$ cat config.mk
export PLATFORM = sky130hd
export DESIGN_NAME = uart_tx_cfg
export DESIGN_NICKNAME = d
export VERILOG_FILES = /design/src/rtl/uart_tx_cfg.sv
export SDC_FILE = /design/constraint.sdc
export NUM_CORES = 1
export LEC_CHECK = 0
export CAP_MARGIN = 10
export CORE_MARGIN = 1.5
export CORE_UTILIZATION = 45
export CTS_CLUSTER_SIZE = 12
export DETAILED_ROUTE_END_ITERATION = 12
export HOLD_SLACK_MARGIN = 0.15
export MAX_ROUTING_LAYER = met4
export PLACE_DENSITY_LB_ADDON = 0.25
export SYNTH_ARGS = -nofsm -noshare
export SYNTH_HDL_FRONTEND = slang
export SYNTH_SLANG_ARGS = --single-unit
$ cat constraint.sdc
create_clock -name clk -period 3 [get_ports clk]
set_clock_uncertainty 0.05 [all_clocks]
set_input_delay 0.6 -clock clk [delete_from_list [all_inputs] [get_ports clk]]
set_output_delay 0.6 -clock clk [all_outputs]
set_load 0.03 [all_outputs]
$ cat src/rtl/uart_tx_cfg.sv
`timescale 1ns/1ps
// uart_tx_cfg
//
// Parametrised UART transmitter. Each accepted word is sent as one frame:
// a start bit, DATA_BITS data bits LSB first, an optional parity bit, and
// STOP_BITS stop bits. Every bit is held for CLKS_PER_BIT clock cycles.
//
// Parameters
//   CLKS_PER_BIT  clk cycles per serial bit (>= 2)
//   DATA_BITS     data bits per frame (5..9)
//   PARITY        0 = none, 1 = odd, 2 = even
//   STOP_BITS     stop bits per frame (1 or 2)
//
// Ports
//   clk       single clock, rising edge
//   rst       synchronous reset, active-high
//   tx_data   word to send, sampled only on the valid/ready handshake
//   tx_valid  producer has a word
//   tx_ready  transmitter can accept a word (IDLE only)
//   tx_out    serial line, idles high, driven from a flop
//   tx_busy   frame in progress (START..STOP)
//   tx_done   one-cycle pulse in the IDLE cycle that follows the last stop cycle
//
// state  | meaning
// -------+------------------------------------------------------------
// IDLE   | line high, ready for a word, counters held at zero
// START  | line low for one bit period
// DATA   | shifting out the latched word, LSB first
// PARITY | one bit period carrying the parity of the latched word
// STOP   | line high for STOP_BITS bit periods
module uart_tx_cfg #(
    parameter int CLKS_PER_BIT = 16,
    parameter int DATA_BITS    = 8,
    parameter int PARITY       = 0,
    parameter int STOP_BITS    = 1
) (
    input  logic                 clk,
    input  logic                 rst,
    input  logic [DATA_BITS-1:0] tx_data,
    input  logic                 tx_valid,
    output logic                 tx_ready,
    output logic                 tx_out,
    output logic                 tx_busy,
    output logic                 tx_done
);

    localparam int BAUD_W = (CLKS_PER_BIT > 2) ? $clog2(CLKS_PER_BIT) : 1;
    localparam int BIT_W  = $clog2(DATA_BITS + 1);

    localparam logic [BAUD_W-1:0] BAUD_LAST = BAUD_W'(CLKS_PER_BIT - 1);
    localparam logic [BIT_W-1:0]  DATA_LAST = BIT_W'(DATA_BITS - 1);
    localparam logic [BIT_W-1:0]  STOP_LAST = BIT_W'(STOP_BITS - 1);
    localparam bit                HAS_PAR   = (PARITY != 0);
    localparam bit                ODD_PAR   = (PARITY == 1);

    typedef enum logic [2:0] {
        S_IDLE,
        S_START,
        S_DATA,
        S_PARITY,
        S_STOP
    } state_t;

    state_t                state_q, state_n;
    logic [BAUD_W-1:0]     baud_q, baud_n;
    logic [BIT_W-1:0]      bit_q, bit_n;
    logic [DATA_BITS-1:0]  shift_q, shift_n;
    logic                  par_q, par_n;
    logic                  line_q, line_n;
    logic                  busy_q;
    logic                  ready_q;
    logic                  done_q, done_n;
    logic                  bit_end;
    logic                  handshake;

    assign bit_end   = (baud_q == BAUD_LAST);
    assign handshake = tx_valid & ready_q;

    always_comb begin
        state_n = state_q;
        baud_n  = baud_q;
        bit_n   = bit_q;
        shift_n = shift_q;
        par_n   = par_q;
        done_n  = 1'b0;

        case (state_q)
            S_IDLE: begin
                baud_n = '0;
                bit_n  = '0;
                if (handshake) begin
                    state_n = S_START;
                    shift_n = tx_data;
                    // parity is frozen with the word so later tx_data changes cannot leak in
                    par_n   = ODD_PAR ? ~(^tx_data) : (^tx_data);
                end
            end

            S_START: begin
                if (bit_end) begin
                    baud_n  = '0;
                    bit_n   = '0;
                    state_n = S_DATA;
                end else begin
                    baud_n = baud_q + 1'b1;
                end
            end

            S_DATA: begin
                if (bit_end) begin
                    baud_n  = '0;
                    shift_n = {1'b0, shift_q[DATA_BITS-1:1]};
                    if (bit_q == DATA_LAST) begin
                        bit_n   = '0;
                        state_n = HAS_PAR ? S_PARITY : S_STOP;
                    end else begin
                        bit_n = bit_q + 1'b1;
                    end
                end else begin
                    baud_n = baud_q + 1'b1;
                end
            end

            S_PARITY: begin
                if (bit_end) begin
                    baud_n  = '0;
                    bit_n   = '0;
                    state_n = S_STOP;
                end else begin
                    baud_n = baud_q + 1'b1;
                end
            end

            S_STOP: begin
                // the bit counter is reused to count stop bits
                if (bit_end) begin
                    baud_n = '0;
                    if (bit_q == STOP_LAST) begin
                        bit_n   = '0;
                        state_n = S_IDLE;
                        done_n  = 1'b1;
                    end else begin
                        bit_n = bit_q + 1'b1;
                    end
                end else begin
                    baud_n = baud_q + 1'b1;
                end
            end

            default: begin
                state_n = S_IDLE;
                baud_n  = '0;
                bit_n   = '0;
            end
        endcase
    end

    // line level is decoded from the next state so tx_out comes straight from a flop
    always_comb begin
        line_n = 1'b1;
        case (state_n)
            S_START:  line_n = 1'b0;
            S_DATA:   line_n = shift_n[0];
            S_PARITY: line_n = par_n;
            default:  line_n = 1'b1;
        endcase
    end

    always_ff @(posedge clk) begin
        if (rst) begin
            state_q <= S_IDLE;
            baud_q  <= '0;
            bit_q   <= '0;
            shift_q <= '0;
            par_q   <= 1'b0;
            line_q  <= 1'b1;
            busy_q  <= 1'b0;
            ready_q <= 1'b1;
            done_q  <= 1'b0;
        end else begin
            state_q <= state_n;
            baud_q  <= baud_n;
            bit_q   <= bit_n;
            shift_q <= shift_n;
            par_q   <= par_n;
            line_q  <= line_n;
            busy_q  <= (state_n != S_IDLE);
            ready_q <= (state_n == S_IDLE);
            done_q  <= done_n;
        end
    end

    assign tx_out   = line_q;
    assign tx_busy  = busy_q;
    assign tx_ready = ready_q;
    assign tx_done  = done_q;

endmodule
==> flow_summary.ini <==
[detailed_routing]
post_drt_wl_per_cell_um = 12.4
vias_per_cell = 5.46
drt_iter0_drc = 19
drc = 0
postRouteAntennaNets = 0
wl_mm = 2.17
dr.pass1.iters = 4
route.vias.total = 955

[die]
rows = 18
die_w_um = 54.2
die_area_um2 = 2940
floorplan.initialDensity_pct = 47.6
die_h_um = 54.2
core_region_area_um2 = 2480
io-pin-count = 15

[timing]
final_hold_viol_count = 0
max_freq_mhz = 506
worst_slack_ps = 1020
worstMarginPinSlew_ps = 416
slew_viol_final = 0
setup-tns-final_ps = 0
slew-limit-headroom_pct = 72.2
worst_hold_slack_ps = 416
setup_violations = 0
rsz0062_at_grt = no
min_period_ps = 1980
min_period_over_period_pct = 65.9

[yosys]
synthFlopType = dfxtp_1
syn-num-nets = 142
yosysSeqAreaShare_pct = 40.7
synth_edf_count = 0
async_reset_ff_share_pct = 0
synthCells = 128
syn_area_per_cell_um2 = 9.22
ys_ff_latch = 24
yosysUniqueCellTypes = 42
yosysWarningCount = 0
syn_area_um2 = 1180

[clock_tree]
cts_buffer_depth = 2
clkLatencyLatePin_ps = 320
cts_buffers = 3
ctsResizeCount = 0
clockRootBuffer = clkbuf_4
cts_max_level = 1
hold_buffers = 0
clock-sinks = 24
cts_tree = done
cts_setup_buffers = 0
clk_pin_slew_ps = 140

[placement]
dp_hpwl_mm = 1.61
place_ws_ps = 810
io_buffers = 14
place.gp.congestion = 0.786
dp_cells = 171

[finish]
utilization_pct = 56.9
nFillCells = 234
syn_to_final_growth_pct = 19.5
diodes = 0
seq_area_um2 = 480
multiInputGateArea_um2 = 658
post_route_cells_drive_above_1_share_pct = 14.5
finalNonFillerCells = 175
final_nets = 160

[power_and_ir_drop]
peakVddDrop_uv = 371
powerDensity_nw_per_um2 = 514
p_leak_nw = 0.522

[run]
max_cap_violations = 0

[critical_path]
path_cells = clkdlybuf4s50_1
crit_path_max_incr_delay_ps = 660
cp-end-kind = output port
worst_ep_required_time_ps = 2350
cp_num_buf_inv = 1
critPathTopFamily = buffers and inverters
critPathLaunchType = register
cp_max_fo = 2
crit_arrival_ps = 1330
reg2reg_slack_ps = 1160
crit_type = reg2out
crit_slowest_cell = clkdlybuf4s50_1

[global_routing]
track_usage_pct = 16.9
grt_antenna_before_repair = 0
grt_start_max_net_pins = 15
grt_pass1_vias = 831
grt_pass1_wl_mm = 3.57
overflow = 0

[status]
status = finished, final reports clean

[hold_path]
hold_class = reg2reg
synth_stat cells, types with 2 or more instances:
master    n  share of area [%]
nor4_1    2                1.1
nor2_1   16                5.1
o21ai_1   3                1.3
nand3_1   3                1.3
a31oi_1   2                1.1
nand2_1  10                3.2
dfxtp_1  24                 41
nor3b_2   3                3.2
inv_1     6                1.9
a21oi_1  11                4.7
a22oi_1   7                4.5
ha_1      3                3.2
o21ai_0   2               0.85
xnor2_1   8                5.9
cell usage in the layout (no fill, tap or decap), types with 2 or more instances in the layout:
cell type | netlist | routed
nor2_1 | 16 | 16
inv_1 | 6 | 6
ha_1 | 3 | 3
nor4_1 | 2 | 2
buf_4 | 1 | 2
nand3_1 | 3 | 3
clkbuf_4 | 0 | 3
clkdlybuf4s50_1 | 0 | 14
o21ai_0 | 2 | 2
a22oi_1 | 7 | 7
dfxtp_1 | 24 | 24
o21ai_1 | 3 | 3
a21oi_1 | 11 | 11
nor3b_2 | 3 | 3
a31oi_1 | 2 | 2
nand2_1 | 10 | 10
xnor2_1 | 8 | 8
layer usage:
layer	global-route usage, %	share of wire [%]	up-vias	wire (um)
met5	-	0	-	0
met4	3.75	0.74	0	16
li1	-	-	490	-
met1	21.8	48	445	1040
met3	2.50	3.5	4	75
met2	27.7	48	16	1040
area by class of cell:
class / count / share of cell area (%)
Multi-Input combinational cell: 94 / 46.7
Tap cell: 30 / 2.66
Clock inverter: 1 / 2.13
Sequential cell: 24 / 34.1
Clock buffer: 3 / 1.60
Timing Repair Buffer: 16 / 11.0
Inverter: 7 / 1.86
kinds of logic (layout without fill, tap and decap cells):
| group | count (synthesis) | in the layout | share of synthesized area (%) |
|---|---|---|---|
| simple gates | 47 | 47 | 24.8 |
| fa+ha+maj | 3 | 3 | 3.18 |
| buf+inv | 10 | 27 | 3.50 |
| flops | 24 | 24 | 40.7 |
| xor+xnor | 9 | 9 | 6.68 |
| compound gates | 35 | 35 | 21.1 |
worst paths after layout:
path                           start                      end  depth (start not counted)
max              tx_ready$_SDFF_PP1_                 tx_ready                          1
max reg2reg     baud_q[0]$_SDFF_PP0_       tx_busy$_SDFF_PP0_                          5
min          shift_q[2]$_SDFFE_PP0P_  shift_q[2]$_SDFFE_PP0P_                          2
min reg2reg  shift_q[2]$_SDFFE_PP0P_  shift_q[2]$_SDFFE_PP0P_                          2
state kept, by name, indices dropped and copies added, names as in the netlist:
| name | cells |
|---|---|
| baud_q | 4 |
| tx_ready | 1 |
| tx_done | 1 |
| bit_q | 4 |
| shift_q | 8 |
| state_q | 3 |
| par_q | 1 |
| tx_out | 1 |
| tx_busy | 1 |
through the flow:
step | total power, mW | area, um^2
after floorplan | 0.450 | 1180
after global placement | 0.492 | 1360
after detailed placement | 0.495 | 1360
after CTS | 0.728 | 1410
after global routing | 0.758 | 1410
final | 0.725 | 1410
power breakdown:
part           internal (mW)  switching [mW]  total, mW
logic                 0.0638          0.0688      0.133
registers              0.341          0.0140      0.355
clock network          0.135           0.103      0.238
total                  0.539           0.186      0.725
Note: power is estimated with default switching activity, not from simulation.
